<file path="src/rtl/booth_pkg.sv">
// Shared types and helpers for the radix-4 Booth multiplier.
package booth_pkg;

  typedef enum logic [1:0] {
    IDLE,
    CALC,
    DONE
  } state_e;

  typedef enum logic [2:0] {
    ZERO,
    ADD_M,
    ADD_2M,
    SUB_M,
    SUB_2M
  } op_e;

  // Two bits retired per step over the (WIDTH+2)-bit extended multiplier.
  function automatic int unsigned booth_iters(input int unsigned width);
    return width / 2 + 1;
  endfunction

endpackage

</file>
<file path="src/rtl/booth_r4_recoder.sv">
// Radix-4 Booth recoder: maps a 3-bit multiplier window to an addend.
// Subtraction is returned as the inverted term plus cin_o=1.
module booth_r4_recoder
  import booth_pkg::*;
#(
  parameter int unsigned AW = 20
) (
  input  logic [2:0]    win_i,
  input  logic [AW-1:0] m_i,
  output logic [AW-1:0] addend_o,
  output logic          cin_o
);

  op_e           op;
  logic [AW-1:0] m2;

  assign m2 = {m_i[AW-2:0], 1'b0};

  always_comb begin
    op = ZERO;
    case (win_i)
      3'b001, 3'b010: op = ADD_M;
      3'b011:         op = ADD_2M;
      3'b100:         op = SUB_2M;
      3'b101, 3'b110: op = SUB_M;
      default:        op = ZERO;
    endcase
  end

  always_comb begin
    addend_o = '0;
    cin_o    = 1'b0;
    case (op)
      ADD_M:   addend_o = m_i;
      ADD_2M:  addend_o = m2;
      SUB_M: begin
        addend_o = ~m_i;
        cin_o    = 1'b1;
      end
      SUB_2M: begin
        addend_o = ~m2;
        cin_o    = 1'b1;
      end
      default: addend_o = '0;
    endcase
  end

endmodule

</file>
<file path="src/rtl/booth_radix4_mult.sv">
// Sequential radix-4 Booth multiplier, signed or unsigned, fixed latency.
// FSM, counter and shift datapath; recoding lives in booth_r4_recoder.
module booth_radix4_mult
  import booth_pkg::*;
#(
  parameter int unsigned WIDTH = 16
) (
  input  logic               clk,
  input  logic               rst,
  input  logic               start,
  input  logic               signed_mode,
  input  logic [WIDTH-1:0]   multiplicand,
  input  logic [WIDTH-1:0]   multiplier,
  output logic               busy,
  output logic               done,
  output logic [2*WIDTH-1:0] product
);

  localparam int unsigned EW = WIDTH + 2;
  localparam int unsigned AW = EW + 2;
  localparam int unsigned N  = booth_iters(WIDTH);
  localparam int unsigned CW = $clog2(N + 1);
  localparam int unsigned PW = 2 * WIDTH;

  state_e            state_q;
  logic [AW-1:0]     a_q;
  logic [EW-1:0]     q_q;
  logic              qm1_q;
  logic [AW-1:0]     m_q;
  logic [CW-1:0]     count_q;
  logic              busy_q;
  logic              done_q;
  logic [PW-1:0]     product_q;

  logic [EW-1:0]     mcand_ext;
  logic [EW-1:0]     mplier_ext;
  logic [AW-1:0]     addend;
  logic              cin;
  logic [AW-1:0]     sum;
  logic [AW-1:0]     a_d;
  logic [EW-1:0]     q_d;
  logic              qm1_d;
  logic [PW-1:0]     product_d;

  always_comb begin
    mcand_ext  = signed_mode ? {{2{multiplicand[WIDTH-1]}}, multiplicand}
                             : {2'b00, multiplicand};
    mplier_ext = signed_mode ? {{2{multiplier[WIDTH-1]}}, multiplier}
                             : {2'b00, multiplier};
  end

  booth_r4_recoder #(
    .AW(AW)
  ) u_recoder (
    .win_i   ({q_q[1:0], qm1_q}),
    .m_i     (m_q),
    .addend_o(addend),
    .cin_o   (cin)
  );

  // Add, then arithmetic shift of {A, Q, q_m1} right by two.
  always_comb begin
    sum       = a_q + addend + AW'(cin);
    a_d       = {{2{sum[AW-1]}}, sum[AW-1:2]};
    q_d       = {sum[1:0], q_q[EW-1:2]};
    qm1_d     = q_q[1];
    product_d = {a_d[PW-EW-1:0], q_d};
  end

  always_ff @(posedge clk) begin
    if (rst) begin
      state_q   <= IDLE;
      a_q       <= '0;
      q_q       <= '0;
      qm1_q     <= 1'b0;
      m_q       <= '0;
      count_q   <= '0;
      busy_q    <= 1'b0;
      done_q    <= 1'b0;
      product_q <= '0;
    end else begin
      done_q <= 1'b0;
      case (state_q)
        IDLE, DONE: begin
          if (start) begin
            a_q     <= '0;
            q_q     <= mplier_ext;
            qm1_q   <= 1'b0;
            m_q     <= {{2{mcand_ext[EW-1]}}, mcand_ext};
            count_q <= CW'(N);
            busy_q  <= 1'b1;
            state_q <= CALC;
          end else begin
            state_q <= IDLE;
          end
        end
        CALC: begin
          a_q     <= a_d;
          q_q     <= q_d;
          qm1_q   <= qm1_d;
          count_q <= count_q - CW'(1);
          if (count_q == CW'(1)) begin
            product_q <= product_d;
            done_q    <= 1'b1;
            busy_q    <= 1'b0;
            state_q   <= DONE;
          end
        end
        default: state_q <= IDLE;
      endcase
    end
  end

  assign busy    = busy_q;
  assign done    = done_q;
  assign product = product_q;

endmodule

</file>
<file path="config.mk">
export PLATFORM = sky130hd
export DESIGN_NAME = booth_radix4_mult
export DESIGN_NICKNAME = d
export VERILOG_FILES = /design/src/rtl/booth_pkg.sv /design/src/rtl/booth_r4_recoder.sv /design/src/rtl/booth_radix4_mult.sv
export SDC_FILE = /design/constraint.sdc
export NUM_CORES = 1
export LEC_CHECK = 0
export ABC_AREA = 1
export CAP_MARGIN = 20
export CORE_MARGIN = 2
export CORE_UTILIZATION = 30
export CTS_CLUSTER_DIAMETER = 60
export DETAILED_ROUTE_END_ITERATION = 16
export DONT_BUFFER_PORTS = 1
export PLACE_DENSITY = 0.4
export SYNTH_ARGS = -nofsm -noshare
export SYNTH_HDL_FRONTEND = slang
export SYNTH_SLANG_ARGS = --single-unit
</file>
<file path="constraint.sdc">
create_clock -name clk -period 6.2 [get_ports clk]
set_clock_uncertainty 0.2 [all_clocks]
set_input_delay 0.62 -clock clk [delete_from_list [all_inputs] [get_ports clk]]
set_output_delay 0.62 -clock clk [all_outputs]
set_load 0.02 [all_outputs]
</file>
==> metrics.csv, run 1 <==
metric;value;unit
drt_wl_total;14200;µm
ios;70;
timing.fmax;307;MHz
synth_edf_count;0;
nets;736;
hold_violations;0;
clockRootBuffer;clkbuf_16;
avgSynthCellArea;7.05;µm²
ys_seq_elements;94;
intPower;1.07;mW
cts_buffer_depth;2;
syn_nets;748;
drc_errors;0;
swShare;28.2;%
routabilityCongestion;0.810;
diodes;0;
htree_levels;3;
fin_crit;3260;ps
grt_use_total;17.0;%
cts_made_buffers;9;
synth_warnings;0;
drt-met1-wl;6460;µm
cts.hold.buffers_added;0;
grt_start_max_net_pins;48;
synth_area;4870;µm²
core-area;15900;µm²
dp_hpwl;10200;µm
synthFlopType;dfxtp_1;
die_h;131;µm
relSlewSlack;51.6;%
reg2reg_depth;16;
via_per_inst;4.87;
whs;134;ps
r2r-start;qm1_q;
grt_pass1_vias;4340;
p_comb_share;13.7;%
r2r_end;a_q[6];
dieArea;17300;µm²
fp.dieW;131;µm
startpoint_type;flip-flop;
syn_inst;691;
highest_layer;met4;
hold_path_class;input pin to flip-flop;
clkPwrFrac;41.7;%
fin_crit_sh;52.6;%
max_cap_violations;0;
grt_pass1_wl;23400;µm
cts_tree;yes;
holdPathStages;1;
io_buffers;0;
finalSetupViolCount;0;
path_class;flip-flop to flip-flop;
cts_resized;0;
initial_core_util;30.6;%
wl_met2;6620;µm
worstHoldEndpoint;count_q[1];
worstPathMaxFanout;17;
p_leak;2.31;nW
tns;0;ps
drt_iter0_drc;211;
drv_slew;0;
overflow;0;
numClockSinks;94;
tightest_slew;725;ps
end_kind;flip-flop;
wl_met3;780;µm
min_from;rst;
path_clk_slew;70;ps
power_density;278;nW/µm²
r2r_slack;2940;ps
final_area;5360;µm²
dr.pass1.iters;5;
share_seq_of_total_power;44.7;%
async_flop_share;0;%
yosysSeqAreaShare;38.7;%
vdd_drop_max;119;µV
rsz0062_at_grt;no;
placed_cell_area;5010;µm²
drive_above_1_share;4.97;%
ant_nets;0;
required;6280;ps
ys_types;39;
syn_to_final_growth;10.1;%
critPathArrivalTime;3340;ps
wl_per_cell;15.8;µm
grt_antenna_before_repair;0;
rows;46;
vias;4380;
postCtsSetupBuffers;0;
outcome;completed;
p_sw;420;µW
clkLatencyLatePin;350;ps
[power by group through the flow]
| stage | Sequential [mW] | Clock (mW) | Combinational (mW) |
|---|---|---|---|
| after floorplan | 0.670 | 0 | 0.161 |
| after global placement | 0.679 | 0 | 0.203 |
| after detailed placement | 0.679 | 0 | 0.205 |
| after CTS | 0.665 | 0.639 | 0.206 |
| after global routing | 0.669 | 0.666 | 0.234 |
| final | 0.665 | 0.620 | 0.204 |
[how the worst max path moves through the flow]
stage	startpoint	end	slack, ps
floorplan	qm1_q	a_q[10]	3350
global placement	q_q[0]	a_q[18]	2710
detailed placement	q_q[0]	a_q[10]	2590
CTS	q_q[0]	a_q[10]	2580
global route	q_q[0]	a_q[10]	2590
finish	qm1_q	a_q[6]	2940
[synthesized netlist by cell type (all sizes together) (5+ instances only)]
library cell	instances	share of area (%)
nor2	104	8.7
o21ai	50	5.4
a221oi	26	4.7
buf	17	2.2
nand2	182	14
ha	19	4.9
nand3	35	3.7
clkbuf	10	0.77
inv	65	5.1
a22o	8	1.4
nor3	5	0.51
a21oi	40	4.1
nand3b	9	1.4
dfxtp	94	39
[routing by layer]
layer  global-route usage [%]  vias to the layer above
met2                     28.1                       78
met3                     3.82                       20
met4                     6.88                        0
met1                     21.6                     2020
met5                        0                        -
li1                         -                     2262
[cells in the final DEF, fill, tap and decap left out, types with 3 or more instances in the layout]
cell	instances
o21ai_1	7
nor3_1	5
nor2_1	101
dfxtp_1	94
a31oi_1	4
inv_2	3
ha_1	19
buf_4	3
a22o_1	8
nand2_1	181
a221oi_1	26
o21ai_2	4
o21ai_0	39
nand3b_1	9
clkbuf_16	9
a21oi_1	40
xor2_1	3
nand3_1	34
inv_1	61
xnor2_1	4
[logic make-up after synthesis]
kind of cell / Yosys count / synth area share, %
AND/OR/NAND/NOR: 340 / 29.0
XOR/XNOR: 7 / 1.26
buffers and inverters: 94 / 8.15
flip-flops: 94 / 38.7
adder cells (fa/ha/maj): 21 / 5.71
AO/OA/AOI/OAI: 135 / 17.2
[critical path, stage by stage (launching register included)]
cell and delay, ps:
dfxtp_1 320, nor2_1 140, inv_1 70, nor2_1 90, clkinv_1 400, o211ai_1 280, fa_1 260, inv_1 70
fa_1 390, inv_1 110, nand3_1 80, nand3_1 120, nand2_1 70, nand2_1 150, xor2_1 210, nand2_1 70
a21oi_1 140
[through the flow]
step,instances,worst slack (ps),util [%],power (mW)
floorplan,691,3350,-,0.831
global placement,882,2710,31.6,0.882
detailed placement,882,2590,31.6,0.884
CTS,898,2580,33.6,1.51
global route,900,2590,33.8,1.57
finish,900,2940,33.8,1.49
[final cells by class]
type | instances | area [µm²]
fillers | 1784 | 10500
inverters | 67 | 254
clock inverters | 6 | 90.1
flip-flops and latches | 94 | 1880
repair buffers | 4 | 33.8
multi-input cells | 503 | 2590
clock buffers | 10 | 239
well taps | 216 | 270
[sequential cells by signal (all words and copies together) (netlist names)]
register,flops
qm1_q,1
done,1
q_q,18
a_q,18
product,32
count_q,4
busy,1
m_q,17
state_q,2
Note: power is estimated with default switching activity, not from simulation.
==> run 2: changes to the inputs <==
--- a/config.mk
+++ b/config.mk
@@ -12,7 +12,7 @@
 export CTS_CLUSTER_DIAMETER = 60
 export DETAILED_ROUTE_END_ITERATION = 16
 export DONT_BUFFER_PORTS = 1
-export PLACE_DENSITY = 0.4
+export PLACE_DENSITY = 0.41
 export SYNTH_ARGS = -nofsm -noshare
 export SYNTH_HDL_FRONTEND = slang
 export SYNTH_SLANG_ARGS = --single-unit
==> constraint.sdc (replaced) <==
create_clock -name clk -period 2.8 [get_ports clk]
set_clock_uncertainty 0.2 [all_clocks]
set_input_delay 0.28 -clock clk [delete_from_list [all_inputs] [get_ports clk]]
set_output_delay 0.28 -clock clk [all_outputs]
set_load 0.02 [all_outputs]
==> run 2 against run 1 <==
Compared with the run above: count of clock-buffer cells in the layout up 2; via count up 9.4%; worst hold slack worse by 110 ps; utilization up 10 points; critical path depth up 2; register-to-register slack worse by 2900 ps; cell count up 12%.
==> metrics.csv, run 2 (same netlist as run 1, synthesis figures left out) <==
metric;value;unit;change
cts_buffer_depth;2;;unchanged
cts_tree;yes;;unchanged
largest_reg_flops;32;;unchanged
reg2reg_depth;18;;was 16
ant_nets;0;;unchanged
placed_cells;934;;was 882
wl_met3;455;µm;was 780 µm
drc_errors;0;;unchanged
core-area;15900;µm²;unchanged
p_leak;2.98;nW;was 2.31 nW
io_buffers;0;;unchanged
nets;841;;was 736
wl_per_cell;15.4;µm;was 15.8 µm
rsz0062_at_grt;yes;;was no
path_class;flip-flop to flip-flop;;unchanged
critPathArrivalTime;2840;ps;was 3340 ps
drt-met1-wl;7300;µm;was 6460 µm
r2r-start;q_q[0];;was qm1_q
worstPathMaxFanout;6;;was 17
dieArea;17300;µm²;unchanged
grt_antenna_before_repair;0;;unchanged
power_density;488;nW/µm²;was 278 nW/µm²
hold_path_class;input pin to flip-flop;;unchanged
wl_met2;7490;µm;was 6620 µm
tightest_slew;766;ps;was 725 ps
grt_pass1_wl;24400;µm;was 23,400 µm
drt_iter0_drc;154;;was 211
vdd_drop_max;277;µV;was 119 µV
drive_above_1_share;30.4;%;was 4.97%
grt_start_max_net_pins;46;;was 48
grt_use_total;17.7;%;was 17.0%
relSlewSlack;48.9;%;was 51.6%
highest_layer;met4;;unchanged
rows;46;;unchanged
crit_start;q_q[0];;was qm1_q
vias;4790;;was 4,380
via_per_inst;4.77;;was 4.87
htree_levels;3;;unchanged
routabilityCongestion;0.809;;was 0.810
clockRootBuffer;clkbuf_16;;unchanged
numClockSinks;94;;unchanged
hold_violations;0;;unchanged
r2r_end;product[24];;was a_q[6]
required;2850;ps;was 6280 ps
outcome;completed;;unchanged
initial_core_util;30.6;%;unchanged
dr.pass1.iters;4;;was 5
timing.fmax;358;MHz;was 307 MHz
end_kind;flip-flop;;unchanged
final_common_cell;nand2_1;;unchanged
r2r_slack;7;ps;was 2940 ps
overflow;0;;unchanged
max_cap_violations;0;;unchanged
final_cell_count_no_fill;1005;;was 900
finalSetupViolCount;0;;unchanged
clkLatencyLatePin;350;ps;about the same
die_h;131;µm;unchanged
fin_util;44.0;%;was 33.8%
min_from;signed_mode;;was rst
fp.dieW;131;µm;unchanged
fin_crit;2790;ps;was 3260 ps
drv_slew;0;;unchanged
dp_hpwl;10600;µm;was 10,200 µm
holdPathStages;3;;was 1
fin_crit_sh;99.7;%;was 52.6%
drt_wl_total;15400;µm;was 14,200 µm
grt_pass1_vias;4703;;was 4,340
startpoint_type;flip-flop;;unchanged
diodes;0;;unchanged
syn_to_final_growth;43.7;%;was 10.1%
tns;0;ps;unchanged
worstHoldEndpoint;q_q[17];;was count_q[1]
path_clk_slew;70;ps;about the same
ios;70;;unchanged
mostFrequentLayoutCells;146 x nand2_1, 91 x dfxtp_1, 84 x nor2_1;;was 181 x nand2_1, 101 x nor2_1, 94 x dfxtp_1
cts_made_buffers;9;;unchanged
[run 2: cell types whose count changed in the layout (fill, tap and decap cells not counted), moves of 15 or more]
cell | before | now
buf_4 | 3 | 66
dlygate4sd3_1 | 0 | 34
ha_1 | 19 | 4
nand2_1 | 181 | 146
nand2_2 | 1 | 26
nor2_1 | 101 | 84
o21ai_0 | 39 | 23
[run 2: metal layers]
metal / track usage (%) / up-vias
met5: 0 / -
met4: 5.07 / 0
met3: 3.86 / 12
met2: 30.2 / 53
met1: 22.6 / 2263
li1: - / 2462
[run 2: how the worst max path moves through the flow]
stage                   to  slack (ps)  cells past startpoint
3_3_place_gp       a_q[15]        -280                     18
2_1_floorplan      a_q[10]          50                     20
6_report       product[24]           7                     18
4_1_cts            a_q[16]           1                     16
5_1_grt             a_q[6]        -130                     18
3_5_place_dp       a_q[12]        -290                     21
[run 2: critical path, stage by stage (launching register included)]
cell and delay [ps]:
dfxtp_2 360, nor2_4 50, inv_2 90, nand2_4 70, nor2_4 180, buf_6 160, nand2_2 50, o211ai_1 110
fa_2 270, inv_2 40, fa_2 340, inv_2 80, nand3_2 60, nand3_2 80, nand2_2 70, nand2_4 100
xor2_2 80, buf_4 130, a22o_1 170
[run 2: metrics by stage]
| stage | worst slack [ps] | power (mW) | area (µm²) | hold WS, ps |
|---|---|---|---|---|
| final | 7.06 | 3.41 | 6990 | 27.9 |
| after global routing | -132 | 3.59 | 6990 | 38.1 |
| after CTS | 1.49 | 3.38 | 6550 | 11.7 |
| after detailed placement | -294 | 2.04 | 5410 | 158 |
| after global placement | -277 | 2.03 | 5410 | 156 |
| after floorplan | 51.5 | 1.84 | 4870 | 225 |
[run 2: final cells by class]
class	instances	area, µm²
timing repair buffer	109	956
fill	1630	8890
sequential	94	1890
multi-input combinational	503	3350
clock inverter	4	31.3
inverter	67	256
clock buffer	12	246
tap	216	270
[run 2: where the power goes]
part           total, mW  internal (mW)  switching, mW
Sequential          1.49           1.40         0.0860
Combinational      0.752          0.347          0.405
Clock               1.17          0.633          0.538
Total               3.41           2.38           1.03
[run 2: timing repair]
action,CTS,global route
setup buffers,12,7
cloned,0,1
gates resized for setup,96,97
hold endpoints to repair,68,0
hold buffers,35,0
setup endpoints to repair,30,30
pin swaps,32,43
